$ cat config.mk
export PLATFORM = sky130hd
export DESIGN_NAME = alu_ctrl_seq
export DESIGN_NICKNAME = d
export VERILOG_FILES = /design/src/rtl/alu_ctrl_seq.sv
export SDC_FILE = /design/constraint.sdc
export NUM_CORES = 1
export LEC_CHECK = 0
export CAP_MARGIN = 10
export CORE_UTILIZATION = 40
export DETAILED_ROUTE_END_ITERATION = 12
export GPL_ROUTABILITY_DRIVEN = 0
export GPL_TIMING_DRIVEN = 0
export PLACE_DENSITY_LB_ADDON = 0.2
export SLEW_MARGIN = 20
export SYNTH_ARGS = -nofsm -noshare
export SYNTH_HDL_FRONTEND = slang
export SYNTH_SLANG_ARGS = --single-unit
$ cat constraint.sdc
create_clock -name clk -period 0.9 [get_ports clk]
set_input_delay 0.135 -clock clk [delete_from_list [all_inputs] [get_ports clk]]
set_output_delay 0.135 -clock clk [all_outputs]
set_load 0.1 [all_outputs]
$ cat src/rtl/alu_ctrl_seq.sv
// rtl/alu_ctrl_seq.sv - registered ALU control decoder with multi-cycle M-op sequencing
// Optional RV32M decode and busy sequencing: define ALU_CTRL_RV32M_EN.
`timescale 1ns/1ps
module alu_ctrl_seq #(
  parameter int OP_W    = 5,
  parameter int MUL_LAT = 4,
  parameter int DIV_LAT = 32
) (
  input  logic            clk,
  input  logic            reset_n,
  input  logic            valid_i,
  output logic            ready_o,
  input  logic            flush_i,
  input  logic [1:0]      alu_op,
  input  logic [6:0]      funct7,
  input  logic [2:0]      funct3,
  output logic [OP_W-1:0] op_o,
  output logic            op_valid_o,
  output logic            illegal_o,
  output logic            busy_o
);

  localparam logic [4:0] C_AND  = 5'd0;
  localparam logic [4:0] C_OR   = 5'd1;
  localparam logic [4:0] C_ADD  = 5'd2;
  localparam logic [4:0] C_SLL  = 5'd3;
  localparam logic [4:0] C_XOR  = 5'd4;
  localparam logic [4:0] C_SLT  = 5'd5;
  localparam logic [4:0] C_SUB  = 5'd6;
  localparam logic [4:0] C_SLTU = 5'd7;
  localparam logic [4:0] C_SRL  = 5'd8;
  localparam logic [4:0] C_SRA  = 5'd9;
  localparam logic [4:0] C_BEQ  = 5'd10;
  localparam logic [4:0] C_BNE  = 5'd11;
  localparam logic [4:0] C_BLT  = 5'd12;
  localparam logic [4:0] C_BGE  = 5'd13;
  localparam logic [4:0] C_BLTU = 5'd14;
  localparam logic [4:0] C_BGEU = 5'd15;
  localparam logic [4:0] C_ILL  = 5'd31;

  localparam logic [6:0] F7_BASE = 7'b0000000;
  localparam logic [6:0] F7_ALT  = 7'b0100000;

  localparam int MAX_LAT = (MUL_LAT > DIV_LAT) ? MUL_LAT : DIV_LAT;

  logic [4:0]      dec_code;
  logic            accept;
  logic [OP_W-1:0] op_q, op_d;
  logic            op_valid_q, op_valid_d;
  logic            illegal_q, illegal_d;

`ifdef ALU_CTRL_RV32M_EN
  localparam logic [6:0] F7_MULDIV = 7'b0000001;
  localparam int CNT_W = (MAX_LAT > 1) ? $clog2(MAX_LAT) : 1;
  localparam logic [CNT_W-1:0] MUL_CNT = CNT_W'(MUL_LAT - 1);
  localparam logic [CNT_W-1:0] DIV_CNT = CNT_W'(DIV_LAT - 1);

  typedef enum logic {IDLE, BUSY} state_t;
  state_t           state_q, state_d;
  logic [CNT_W-1:0] cnt_q, cnt_d;
  logic             dec_m;

  assign ready_o = (state_q == IDLE);
  assign busy_o  = (state_q == BUSY);
`else
  logic lat_unused;
  assign lat_unused = (MAX_LAT > 0);
  assign ready_o    = 1'b1;
  assign busy_o     = 1'b0;
`endif

  // Shared funct3 map for R-type funct7=0 and I-type ALU ops
  function automatic logic [4:0] base_code(input logic [2:0] f3);
    case (f3)
      3'b000:  base_code = C_ADD;
      3'b001:  base_code = C_SLL;
      3'b010:  base_code = C_SLT;
      3'b011:  base_code = C_SLTU;
      3'b100:  base_code = C_XOR;
      3'b101:  base_code = C_SRL;
      3'b110:  base_code = C_OR;
      default: base_code = C_AND;
    endcase
  endfunction

  // Decode alu_op/funct fields into an operation code
  always_comb begin
    dec_code = C_ILL;
`ifdef ALU_CTRL_RV32M_EN
    dec_m = 1'b0;
`endif
    case (alu_op)
      2'b00: dec_code = C_ADD;
      2'b01: begin
        case (funct3)
          3'b000:  dec_code = C_BEQ;
          3'b001:  dec_code = C_BNE;
          3'b100:  dec_code = C_BLT;
          3'b101:  dec_code = C_BGE;
          3'b110:  dec_code = C_BLTU;
          3'b111:  dec_code = C_BGEU;
          default: dec_code = C_ILL;
        endcase
      end
      2'b10: begin
        if (funct7 == F7_BASE) begin
          dec_code = base_code(funct3);
        end else if (funct7 == F7_ALT) begin
          if (funct3 == 3'b000)      dec_code = C_SUB;
          else if (funct3 == 3'b101) dec_code = C_SRA;
        end
`ifdef ALU_CTRL_RV32M_EN
        else if (funct7 == F7_MULDIV) begin
          dec_code = {2'b10, funct3};
          dec_m    = 1'b1;
        end
`endif
      end
      default: begin
        case (funct3)
          3'b001: begin
            if (funct7 == F7_BASE) dec_code = C_SLL;
          end
          3'b101: begin
            if (funct7 == F7_BASE)     dec_code = C_SRL;
            else if (funct7 == F7_ALT) dec_code = C_SRA;
          end
          default: dec_code = base_code(funct3);
        endcase
      end
    endcase
  end

  assign accept = valid_i & ready_o & ~flush_i;

  // Next-state: load on accept, count down M-ops, flush wins over everything
  always_comb begin
    op_d       = op_q;
    op_valid_d = 1'b0;
    illegal_d  = 1'b0;
`ifdef ALU_CTRL_RV32M_EN
    state_d    = state_q;
    cnt_d      = cnt_q;
`endif
    if (accept) begin
      op_d       = OP_W'(dec_code);
      op_valid_d = 1'b1;
      illegal_d  = (dec_code == C_ILL);
`ifdef ALU_CTRL_RV32M_EN
      if (dec_m) begin
        op_valid_d = 1'b0;
        state_d    = BUSY;
        cnt_d      = funct3[2] ? DIV_CNT : MUL_CNT;
      end
`endif
    end
`ifdef ALU_CTRL_RV32M_EN
    if (state_q == BUSY) begin
      if (cnt_q == '0) begin
        state_d    = IDLE;
        op_valid_d = 1'b1;
      end else begin
        cnt_d = cnt_q - 1'b1;
      end
    end
    if (flush_i) begin
      state_d    = IDLE;
      cnt_d      = '0;
      op_valid_d = 1'b0;
      illegal_d  = 1'b0;
    end
`endif
  end

  // State, counter and registered outputs
  always_ff @(posedge clk or negedge reset_n) begin
    if (!reset_n) begin
      op_q       <= '0;
      op_valid_q <= 1'b0;
      illegal_q  <= 1'b0;
`ifdef ALU_CTRL_RV32M_EN
      state_q    <= IDLE;
      cnt_q      <= '0;
`endif
    end else begin
      op_q       <= op_d;
      op_valid_q <= op_valid_d;
      illegal_q  <= illegal_d;
`ifdef ALU_CTRL_RV32M_EN
      state_q    <= state_d;
      cnt_q      <= cnt_d;
`endif
    end
  end

  assign op_o       = op_q;
  assign op_valid_o = op_valid_q;
  assign illegal_o  = illegal_q;

endmodule

After elaboration in Yosys (flattened, before gate mapping)
Index checks and enable logic that the tools add are counted.
{ "word_totals": {"output_inout_bits": 9, "ff_bits": 7, "word_cells": 33} }
{ "classes": {"eq_ne": 11, "bitwise_logic": 2, "reduce_logical": 3, "n_mux": 14} }
{ "op_table": {"columns": ["op", "n"], "rows": [
  ["5-bit 2-to-1 mux", 7],
  ["5-bit case mux with 6 select lines", 1],
  ["4-bit case mux with 7 select lines", 1],
  ["3-bit case mux with 5 select lines", 1],
  ["5-bit case mux with 3 select lines", 1],
  ["3-bit == test (second input constant)", 4],
  ["5-bit case mux with 2 select lines", 1],
  ["7-bit by 6-bit == test with 1-bit output (second input constant)", 1],
  ["7-bit logical NOT", 1],
  ["3-bit by 2-bit == test with 1-bit output (second input constant)", 2],
  ["5-bit == test (second input constant)", 1],
  ["3-bit by 1-bit == test with 1-bit output (second input constant)", 1],
  ["3-bit logical NOT", 1],
  ["2-bit by 1-bit == test with 1-bit output (second input constant)", 1],
  ["2-bit == test (second input constant)", 1],
  ["2-bit logical NOT", 1],
  ["1-bit 2-to-1 mux", 2],
  ["1-bit bitwise AND", 1],
  ["1-bit NOT", 1]
]} }

Logic depth before layout (Yosys ltp)
Gate-level depths: netlist of run 1.
{ "depth": {"ltp_word": 8, "mapped_depth": 6, "ltp_nobuf": 5} }

Worst setup path after synthesis of run 1
Ideal clock, no wire load.
{ "synth_path": {"path_type": "reg-to-reg", "startpoint": "register, netlist name op_o[3]", "endpoint": "register op_q[3], in the netlist op_o[3]", "path_buffers": 0, "t_arrival_ns": 1.216, "setup_time_ns": 0.094, "required_time_ns": 0.806, "period_less_slack_ns": 1.310, "setup_slack_ns": -0.410, "stages_incl_launch_ff": 3, "cell_sequence": "dfrtp_1 nor2_1 a211oi_1"} }
{ "synth_rtl": {"columns": ["item", "line", "rtl"], "rows": [
  ["end signal: assignment", "186", "op_q <= op_d;"],
  ["end: declaration", "48", "logic [OP_W-1:0] op_q, op_d;"]
]} }

Worst setup path after layout of run 1
{ "layout_path": {"startpoint": "register op_q[0], in the netlist op_o[0]", "endpoint": "output op_o[0]"} }
{ "layout_rtl": {"columns": ["item", "line", "rtl"], "rows": [
  ["end: declaration", "17", "output logic [OP_W-1:0] op_o,"]
]} }
No word-level cell between the ends.

==> results summary, run 1 <==
The run finished, with violations left. The checks that failed: setup timing. The number of distinct library cell variants in the gate-level netlist after synthesis came out at 30. The relative contribution of sequential cells to total power came out at 25.2%. The kind of cell adding the most delay to the critical path is flip-flops. The total number of vias is 857. The maximum resistive drop on vdd came out at 0.00132 V.

The slowest stage of the critical path belongs to the cell sky130_fd_sc_hd__dfrtp_4. The diode insertion count for antenna repair is 0. Port buffering added 21 buffers. Once the floorplan was initialized, standard cells occupied 43.7% of the core. The logic gate share of total power is 56.4%. The I/O pin count came out at 25.

The number of antenna violations at the first check in global routing is 0. The first-iteration detailed-routing DRC count is 52. The number of cells after detailed placement is 112. The wire length per cell after detailed routing is 21.3 um. For this run, the register share of the synthesized area comes to 30.0%.

In this run the vertical extent of the chip is 40.2 um. The width of the chip is 40.2 um. Summed over all failing endpoints, the final setup total negative slack is -1.30 ns. The power per unit of standard cell area is 1300 nW/um^2.

The final worst clock skew is 0 ns. The critical path startpoint category is a flip-flop. The final-stage net count came out at 134. The count of buffering cells on the critical path with inverters included came out at 1. The number of storage elements in the synthesis netlist came out at 7.

The relative contribution of the clock network to total power came out at 18.4%. The signal on the critical path passes through buf_12. For this run, the slowest stage of the critical path takes 0.49 ns. The switching power total came out at 0.730 mW. Row generation in the floorplan step produced 13 rows. The number of failing hold endpoints at the final stage is 0. The total clock sinks came out at 7. The H-tree level count came out at 1. The via-per-instance ratio came out at 6.49. For this run, design rule violations remaining after detail routing come to 0. The clock reaches the later pin of the worst-skew pair after 0.26 ns. The first-pass GRT wire length came out at 2970 um. In the final layout, the share of cells above drive strength 1 is 65.0%.

The critical path required time is 0.76 ns. The core region is 1330 um^2. The first detailed-routing pass took 5 iterations.

The number of standard cells in the layout, taps in and fillers out is 132. The highest clock frequency the design can meet is 944 MHz. The number of CTS-inserted buffers is 3. After layout, the worst path uses 118% of the clock period.

The worst setup path is captured at an output port. The critical path arrival came out at 0.92 ns. The count of yosys warnings during synthesis is 0. Setup repair after global routing could not meet its margin everywhere.

The detailed placement HPWL came out at 1110 um. The clock-pin slew of the registers on the worst-case setup and hold paths is 0.05 ns. CTS placed an instance of sky130_fd_sc_hd__clkbuf_4 at the clock tree root. The internal power consumption is 0.892 mW. The min-delay analysis places its worst path in the category in -> async. Final hold analysis gives a worst-case slack of 0.135 ns. Net switching is 45.0% of the power.

The worst setup path is of the reg -> out kind. The number of buffers inserted for hold repair after clock tree synthesis came out at 0. Setup violations remaining at the end of the flow were counted as 13. The clock tree buffer depth is 2.

TritonCTS built the clock tree. After synthesis the cells add up to 583 um^2. Max-cap violations in this run came to 0. The mean area per synthesized cell came out at 7.67 um^2.

The floorplan step defined a die boundary enclosing 1610 um^2. Global routing used 28.8% of the available tracks. The antenna violation net count after detailed routing is 0. The via count of the first global-routing pass came out at 701. The static power due to leakage is 0.525 nW. From synthesis to final layout, the design area changed by 113%. The largest net degree at the start of global routing is 10. For the finished layout, the period the worst path requires is 1.06 ns. The total power after layout came out at 1.62 mW. The layout filler cell count came out at 41.

The number of pins with negative max-slew slack in the final report came out at 0. The synthesized netlist cell count came out at 76. Summed over all layers, the global routing overflow is 0.

The worst path setup slack after routing came out at -0.160 ns. The number of nets in the synthesized netlist is 92. The maximum fanout encountered on the critical timing path came out at 2. The final wirelength came out at 2810 um.
==> layer usage <==
layer  up-vias  routed length [um]  share of wire (%)  global-route usage (%)
met1       402                1060                 38                    31.0
met3        20                 269                9.6                    10.0
met5         -                   0                  0                       0
met4         0                 108                3.8                    7.50
li1        355                   -                  -                       -
met2        80                1380                 49                    52.8
==> what timing repair did <==
item                                    4_1_cts  5_1_grt
endpoints found under the setup margin       13       13
buffers inserted                             10        6
gates resized for setup                     126       27
pin swaps                                    18       13
gates cloned                                  0        0
==> worst paths after layout <==
path | slack (ns) | startpoint | to | depth (start not counted)
min in group clk | 0.30 | funct3[2] | illegal_o | 4
worst min-delay path | 0.13 | reset_n | op_o[0] | 1
max in group asynchronous | 0.49 | reset_n | op_o[0] | 1
worst max-delay path | -0.16 | op_o[0] | op_o[0] | 1
worst min register to register | 0.56 | op_o[4] | op_o[4] | 1
worst max register to register | 0.02 | op_o[0] | op_o[0] | 2
==> layout make-up <==
type                    instances  area [um^2]  share of cell area (%)
multi-input cells              57          508                    40.8
clock buffers                   4         26.3                    2.11
inverters                       6         27.5                    2.21
repair buffers                 37          413                    33.2
well taps                      15         18.8                    1.51
plain buffers                   6         63.8                    5.13
flip-flops and latches          7          186                    15.0
==> stage by stage <==
stage	worst slack, ns	utilization, %	area [um^2]
2_1_floorplan	-0.153	-	612
3_3_place_gp	-0.796	63.0	841
3_5_place_dp	-0.811	63.0	841
4_1_cts	-0.157	83.1	1110
5_1_grt	-0.177	93.2	1240
6_report	-0.160	93.2	1240
==> sequential cells by signal, indices dropped and copies added (netlist names) <==
signal,count
illegal_o,1
op_valid_o,1
op_o,5
==> synth_stat cells, drive strengths merged <==
cell	n	area share, %
dfrtp	7	30
buf	6	7.5
o22a	1	1.5
nand2	3	1.9
nor3	2	1.7
conb	2	1.3
or2	1	1.1
inv	6	3.9
and3	1	1.1
nand3	2	1.7
o211a	1	1.7
and2b	2	2.6
a311oi	1	1.5
o31ai	1	1.3
o32a	1	1.7
o221ai	1	1.5
a21o	1	1.3
o22ai	2	2.1
nor2	5	3.2
nand2b	1	1.1
nor2b	3	3.2
xnor2	1	1.5
a211oi	4	5.2
a21oi	12	10
o21ai	7	6.0
a2111oi	1	2.6
o2111ai	1	1.5
==> logic make-up after synthesis <==
family	synth area share, %
AO/OA/AOI/OAI	38.2
AND/OR/NAND/NOR	17.6
flip-flops	30.0
other	1.29
XOR/XNOR	1.50
buffers and inverters	11.4
==> layout by cell type, fill, tap and decap left out, types with 2 or more instances in the layout <==
cell type	synthesis	layout
sky130_fd_sc_hd__o22ai_1	2	2
sky130_fd_sc_hd__a21oi_2	0	4
sky130_fd_sc_hd__nand2_1	3	2
sky130_fd_sc_hd__buf_8	0	4
sky130_fd_sc_hd__a211oi_1	4	2
sky130_fd_sc_hd__a211oi_2	0	2
sky130_fd_sc_hd__buf_2	2	3
sky130_fd_sc_hd__inv_1	6	5
sky130_fd_sc_hd__a21oi_1	12	8
sky130_fd_sc_hd__o21ai_2	0	3
sky130_fd_sc_hd__dfrtp_2	0	6
sky130_fd_sc_hd__o21ai_1	1	2
sky130_fd_sc_hd__dlygate4sd2_1	0	2
sky130_fd_sc_hd__clkbuf_4	0	4
sky130_fd_sc_hd__conb_1	2	2
sky130_fd_sc_hd__nor2b_2	0	2
sky130_fd_sc_hd__nor2_4	0	3
sky130_fd_sc_hd__clkdlybuf4s15_1	0	3
sky130_fd_sc_hd__buf_12	0	7
sky130_fd_sc_hd__buf_4	3	12
sky130_fd_sc_hd__buf_6	1	8
==> power groups by stage <==
stage	combinational (mW)	clock [mW]	sequential, mW
finish	0.915	0.299	0.408
global route	0.939	0.314	0.412
CTS	0.787	0.304	0.394
detailed placement	0.655	0	0.386
global placement	0.649	0	0.385
floorplan	0.192	0	0.665
Note: power is estimated with default switching activity, not from simulation.
==> run 2, diff against run 1 <==
--- a/config.mk
+++ b/config.mk
@@ -11,6 +11,7 @@
 export GPL_ROUTABILITY_DRIVEN = 0
 export GPL_TIMING_DRIVEN = 0
 export PLACE_DENSITY_LB_ADDON = 0.2
+export SETUP_SLACK_MARGIN = 0.02
 export SLEW_MARGIN = 20
 export SYNTH_ARGS = -nofsm -noshare
 export SYNTH_HDL_FRONTEND = slang
==> results summary, run 2 (same netlist as run 1, synthesis figures left out) <==
The run finished, with violations left. The checks that failed: setup timing. The number of cells after detailed placement is 112 (unchanged). The share of the clock period used by the worst path came to 120% (+2.0 points). The setup-violating endpoint count in the final report came out at 13 (unchanged). The number of CTS-inserted buffers is 3 (unchanged). The die area is 1610 um^2 (unchanged). The relative contribution of sequential cells to total power was 24.7% (-0.5 points). Setup repair after global routing could not meet its margin everywhere. The number of standard cells in the layout, taps in and fillers out came out at 132 (unchanged). The number of pins with negative max-slew slack in the final report is 0 (unchanged).

The switching part of the total is 46.0% (+0.98 points). The clock tree buffer depth is 2 (unchanged). The critical path arrival came out at 1.23 ns (+0.31 ns). The final core utilization came out at 94.0% (+0.75 points).

The flip-flop count of the largest register, all copies and words added is 5 (unchanged). The H-tree level count came out at 1 (unchanged). The number of violations of the max-capacitance limit is 0 (unchanged). The root buffer selected by CTS is sky130_fd_sc_hd__clkbuf_4.

The power per unit of standard cell area came out at 1320 nW/um^2 (+1.5%). The remaining global-route overflow came out at 0 (unchanged). The largest stage delay on the critical path is 0.23 ns (-0.26 ns).

The setup slack after placement came to -0.811 ns (unchanged). The first-iteration detailed-routing DRC count came out at 43 (-17%). The initial core utilization was 43.7% (unchanged). The switching power total is 0.763 mW (+4.5%).

The type of the worst min-delay path is in -> async. The relative contribution of the clock network to total power came to 19.7% (+1.3 points). The number of antenna violations at the first check in global routing is 0 (unchanged). The diode insertion count for antenna repair is 0 (unchanged). The post-layout minimum cycle time came out at 1.08 ns (+0.0184 ns). The first-pass iteration count of the detailed router was 4 (-1). The overall routing resource usage is 28.8% (unchanged).

The total number of vias is 825 (-3.7%). The remaining routing DRC violations was 0 (unchanged). The post-place instance area is 841 um^2 (unchanged). The static power due to leakage came out at 0.526 nW (+0.14%). The worst path setup slack after routing came out at -0.178 ns (-0.0184 ns). The via count of the first global-routing pass came to 701 (unchanged).

The most common library cell in the layout ignoring fill and taps is sky130_fd_sc_hd__buf_4. The antenna violation net count after detailed routing came out at 0 (unchanged). The critical path required time is 1.06 ns (+0.30 ns). The number of failing hold endpoints at the final stage came out at 0 (unchanged). The clock-pin slew of the registers on the worst-case setup and hold paths came to 0.06 ns (about the same). The final wirelength is 2980 um (+5.9%).

The wire length per cell after detailed routing is 22.6 um (+5.9%). The total power after layout is 1.66 mW (+2.3%). The latest clock arrival within the worst-skew pair came out at 0.27 ns (about the same).

The critical path capture point type is a flip-flop. The highest clock frequency the design can meet is 927 MHz (-1.7%). The placeable core area came to 1330 um^2 (unchanged). The first-pass GRT wire length is 2970 um (unchanged). The I/O pin count is 25 (unchanged). The via-per-instance ratio is 6.25 (-3.7%). The count of buffers from port buffering is 21 (unchanged). The synthesis-to-layout area growth is 115%. The final worst clock skew is 0 ns (unchanged). The die extent in y came out at 40.2 um (unchanged). Walking the worst path, the cells encountered are buf_6, buf_8, and2b_2, buf_4, a21oi_2, o21ai_0, o22a_1.

The detailed placement HPWL came out at 1110 um (unchanged). The final design instance area without fill was 1250 um^2 (+0.80%). The final-stage net count came out at 134 (unchanged). In the layout the commonest cells are sky130_fd_sc_hd__buf_4, sky130_fd_sc_hd__buf_6, sky130_fd_sc_hd__a21oi_1, sky130_fd_sc_hd__buf_12, sky130_fd_sc_hd__dfrtp_2. The logic gate share of total power came out at 55.6% (-0.8 points).

The ratio of cells with drive above 1 in the final layout is 65.8% (+0.85 points). The largest net degree at the start of global routing is 10 (unchanged). For this design, the slowest cell found on the critical path is sky130_fd_sc_hd__o22a_1. The maximum resistive drop on vdd was 0.00103 V (-22%). The maximum fanout encountered on the critical timing path came to 3 (+1). The internal power consumption came out at 0.896 mW (+0.45%). The width of the chip came out at 40.2 um (unchanged). The TritonCTS clock tree is done. The total clock sinks came out at 7 (unchanged). The number of placement rows came out at 13 (unchanged). The critical path startpoint category is an input pin.

The setup path with the least slack is of type in -> reg.
[run 2: power by group through the flow]
stage                     logic, mW  clock network (mW)  registers (mW)
after CTS                     0.788               0.304           0.394
after detailed placement      0.655                   0           0.386
after global routing          0.950               0.356           0.412
final                         0.922               0.327           0.410
after global placement        0.649                   0           0.385
after floorplan               0.192                   0           0.665
[run 2: worst paths after layout]
check	start	endpoint	slack, ns	depth (start not counted)
hold reg to reg	op_o[4]	op_o[4]	0.54	1
hold / removal	reset_n	op_o[1]	0.12	1
max in group asynchronous	reset_n	op_o[0]	0.50	1
min in group clk	funct3[2]	illegal_o	0.30	4
setup / recovery	funct3[0]	op_o[1]	-0.18	7
setup reg to reg	op_o[0]	op_o[0]	0.01	2
[run 2: critical path: cells and delay by family]
kind / cells / cell delay [ns]
compound gates: 3 / 0.52
buf+inv: 3 / 0.35
simple gates: 1 / 0.22
[run 2: layout make-up]
| type | count | area (um^2) |
|---|---|---|
| Tap cell | 15 | 18.8 |
| Fill cell | 40 | 80.1 |
| Buffer | 6 | 63.8 |
| Clock buffer | 4 | 26.3 |
| Multi-Input combinational cell | 57 | 512 |
| Sequential cell | 7 | 186 |
| Timing Repair Buffer | 37 | 419 |
| Inverter | 6 | 27.5 |
[run 2: per-layer routing]
layer	track usage, %	vias to the layer above	wire length, um
met5	0	-	0
met4	7.50	0	150
met3	10.0	22	278
met2	52.8	70	1470
met1	31.0	381	1080
li1	-	352	-
[run 2: metrics by stage]
stage,setup TNS (ns),hold WS (ns)
finish,-1.32,0.115
global route,-1.74,0.134
CTS,-0.955,0.137
detailed placement,-9.81,0.415
global placement,-9.68,0.416
floorplan,-0.708,-0.161
[run 2: what timing repair did]
action / CTS / global route
hold buffers: 0 / 0
pin swaps: 20 / 12
endpoints found under the setup margin: 14 / 13
buffers inserted: 10 / 6
gates resized for setup: 127 / 26
==> run 3, diff against run 2 <==
--- a/config.mk
+++ b/config.mk
@@ -6,8 +6,10 @@
 export NUM_CORES = 1
 export LEC_CHECK = 0
 export CAP_MARGIN = 10
-export CORE_UTILIZATION = 40
+export CORE_AREA = 2 2 39 41
 export DETAILED_ROUTE_END_ITERATION = 12
+export DIE_AREA = 0 0 41 43
+export DONT_BUFFER_PORTS = 1
 export GPL_ROUTABILITY_DRIVEN = 0
 export GPL_TIMING_DRIVEN = 0
 export PLACE_DENSITY_LB_ADDON = 0.2
==> results summary, run 3 (same netlist as run 1, synthesis figures left out) <==
The worst hold path passes through 2 cells. The first-iteration detailed-routing DRC count came to 20 (-53%). The maximum resistive drop on vdd is 0.00107 V (+3.8%).

The total power after layout came out at 1.23 mW (-26%). The share of the clock period used by the worst path came out at 112% (-7.7 points). The post-layout minimum cycle time is 1.01 ns (-0.0691 ns). The clock tree buffer depth is 2 (unchanged).

The remaining global-route overflow was 0 (unchanged). The cell count of the worst reg-to-reg path is 2 (unchanged). The top cell types in the final layout, fill and taps aside, are sky130_fd_sc_hd__a21oi_1, sky130_fd_sc_hd__dfrtp_4, sky130_fd_sc_hd__inv_1. The number of violations of the max-capacitance limit is 0 (unchanged). The critical path arrival came out at 0.87 ns (-0.36 ns). The final wirelength came out at 1440 um (-52%). The setup-violating endpoint count in the final report came out at 12 (-1). The maximum fanout encountered on the critical timing path was 2 (-1).

The number of failing hold endpoints at the final stage came out at 0 (unchanged). The post-CTS repair timing setup buffer count came out at 0 (-10). The first-pass GRT wire length is 2200 um (-26%).

The run finished, with violations left. The critical path capture point type is an output port. The final core utilization was 52.4% (-42 points).

The setup slack after placement came out at -0.269 ns (+0.543 ns). In this run the critical register-to-register path is launched from op_o[3]. The initial core utilization was 42.1% (-1.6 points).

The remaining routing DRC violations came out at 0 (unchanged). The setup path with the least slack is of type reg -> out. The total number of vias is 575 (-30%). In this run the worst hold path is classified as in -> reg. The count of buffers from port buffering is 0 (-100%). The global-route track usage on met2 came to 27.8% (-25 points). The final-stage net count came out at 98 (-27%). The I/O pin count came to 25 (unchanged). The worst reg-to-reg setup slack came out at -0.09 ns (-0.10 ns). Setup repair after global routing could not meet its margin everywhere.

The critical path required time is 0.76 ns (-0.30 ns). The via-per-instance ratio was 5.93 (-5.2%). The setup TNS after final layout came to -1.06 ns (+0.259 ns).

The synthesis-to-layout area growth came out at 24.5%. The hold path startpoint is funct7[5]. The H-tree level count came out at 1 (unchanged).

The clock-pin slew of the registers on the worst-case setup and hold paths is 0.05 ns (about the same). The width of the chip is 41 um (+2.0%). The number of cells after detailed placement is 92 (-18%). The root buffer selected by CTS is sky130_fd_sc_hd__clkbuf_4. The worst hold path endpoint is op_o[3]. The TritonCTS clock tree is done.

The number of antenna violations at the first check in global routing is 0 (unchanged). The number of CTS-inserted buffers is 3 (unchanged). The placeable core area is 1380 um^2 (+3.8%). The via count of the first global-routing pass is 520 (-26%). The power per unit of standard cell area is 1690 nW/um^2 (+28%). The number of pins with negative max-slew slack in the final report came out at 0 (unchanged).

The number of placement rows came to 14 (+1). The worst setup path is launched from a flip-flop. Leaving out fill and tap cells, the most frequent cell in the layout is sky130_fd_sc_hd__a21oi_1. The highest clock frequency the design can meet came out at 991 MHz (+6.8%).

In this run the most used layer during global routing was met2. The checks that failed: setup timing. The largest net degree at the start of global routing was 11 (+1).

The total clock sinks came out at 7 (unchanged). The die extent in y is 43 um (+7.0%). The die area is 1760 um^2 (+9.2%). The static power due to leakage came to 0.280 nW (-47%). The end of the worst register-to-register path is op_o[3]. The wire length per cell after detailed routing came out at 14.8 um (-34%). The latest clock arrival within the worst-skew pair came to 0.25 ns (-0.02 ns). The met3 routing resource usage after global routing came out at 9.42% (-0.58 points).

The ratio of cells with drive above 1 in the final layout came to 29.6% (-36 points). The first-pass iteration count of the detailed router came out at 4 (unchanged). The met1 usage in global routing is 22.7% (-8.3 points). The worst path setup slack after routing came to -0.109 ns (+0.0691 ns). The antenna violation net count after detailed routing is 0 (unchanged). The number of standard cells in the layout, taps in and fillers out came to 97 (-27%). The flip-flop count of the largest register, all copies and words added is 5 (unchanged).

The diode insertion count for antenna repair is 0 (unchanged). The final worst clock skew came out at 0 ns (unchanged). The detailed placement HPWL came out at 1010 um (-9.1%). The overall routing resource usage came out at 18.8% (-9.9 points).
==> run 3: cell types whose count changed in the layout (fill, tap and decap cells not counted), sizes merged <==
| cell | before | now |
|---|---|---|
| buf | 34 | 6 |
| clkdlybuf4s15 | 5 | 0 |
| dlygate4sd2 | 2 | 0 |
| clkbuf | 5 | 4 |
| clkdlybuf4s50 | 1 | 0 |
| dlygate4sd3 | 0 | 1 |
==> run 3: metal layers <==
layer | wire, um | up-vias
li1 | - | 283
met1 | 582 | 269
met2 | 769 | 23
met3 | 87 | 0
met4 | 0 | 0
met5 | 0 | -
==> run 3: how the worst max path moves through the flow <==
stage | start | endpoint | slack (ns) | cells after the start
after detailed placement | alu_op[0] | op_o[4] | -0.27 | 5
after floorplan | funct3[2] | op_o[3] | -0.15 | 6
after global placement | alu_op[0] | op_o[4] | -0.27 | 5
after global routing | op_o[3] | op_o[3] | -0.13 | 0
final | op_o[3] | op_o[3] | -0.11 | 0
after CTS | op_o[3] | op_o[3] | -0.11 | 0
==> run 3: layout make-up <==
| class | instances | area [um^2] |
|---|---|---|
| Buffer | 6 | 61.3 |
| Clock buffer | 4 | 26.3 |
| Fill cell | 132 | 658 |
| Inverter | 6 | 22.5 |
| Multi-Input combinational cell | 57 | 384 |
| Sequential cell | 7 | 201 |
| Tap cell | 16 | 20.0 |
| Timing Repair Buffer | 1 | 10.0 |
==> run 3: timing repair <==
item	in CTS	in global routing
endpoints found under the hold margin	7	0
pin swaps	3	0
endpoints found under the setup margin	12	13
resized for setup	7	7
hold buffers	1	0
==> run 3: metrics by stage <==
step / cell area [um^2] / hold slack (ns)
floorplan: 612 / -0.161
global placement: 632 / -0.160
detailed placement: 632 / -0.160
CTS: 689 / 0.135
global route: 726 / 0.207
finish: 726 / 0.189
==> run 3: where the power goes <==
group          switching, mW  internal, mW
Clock                  0.120         0.169
Combinational          0.149         0.102
Sequential             0.309         0.376
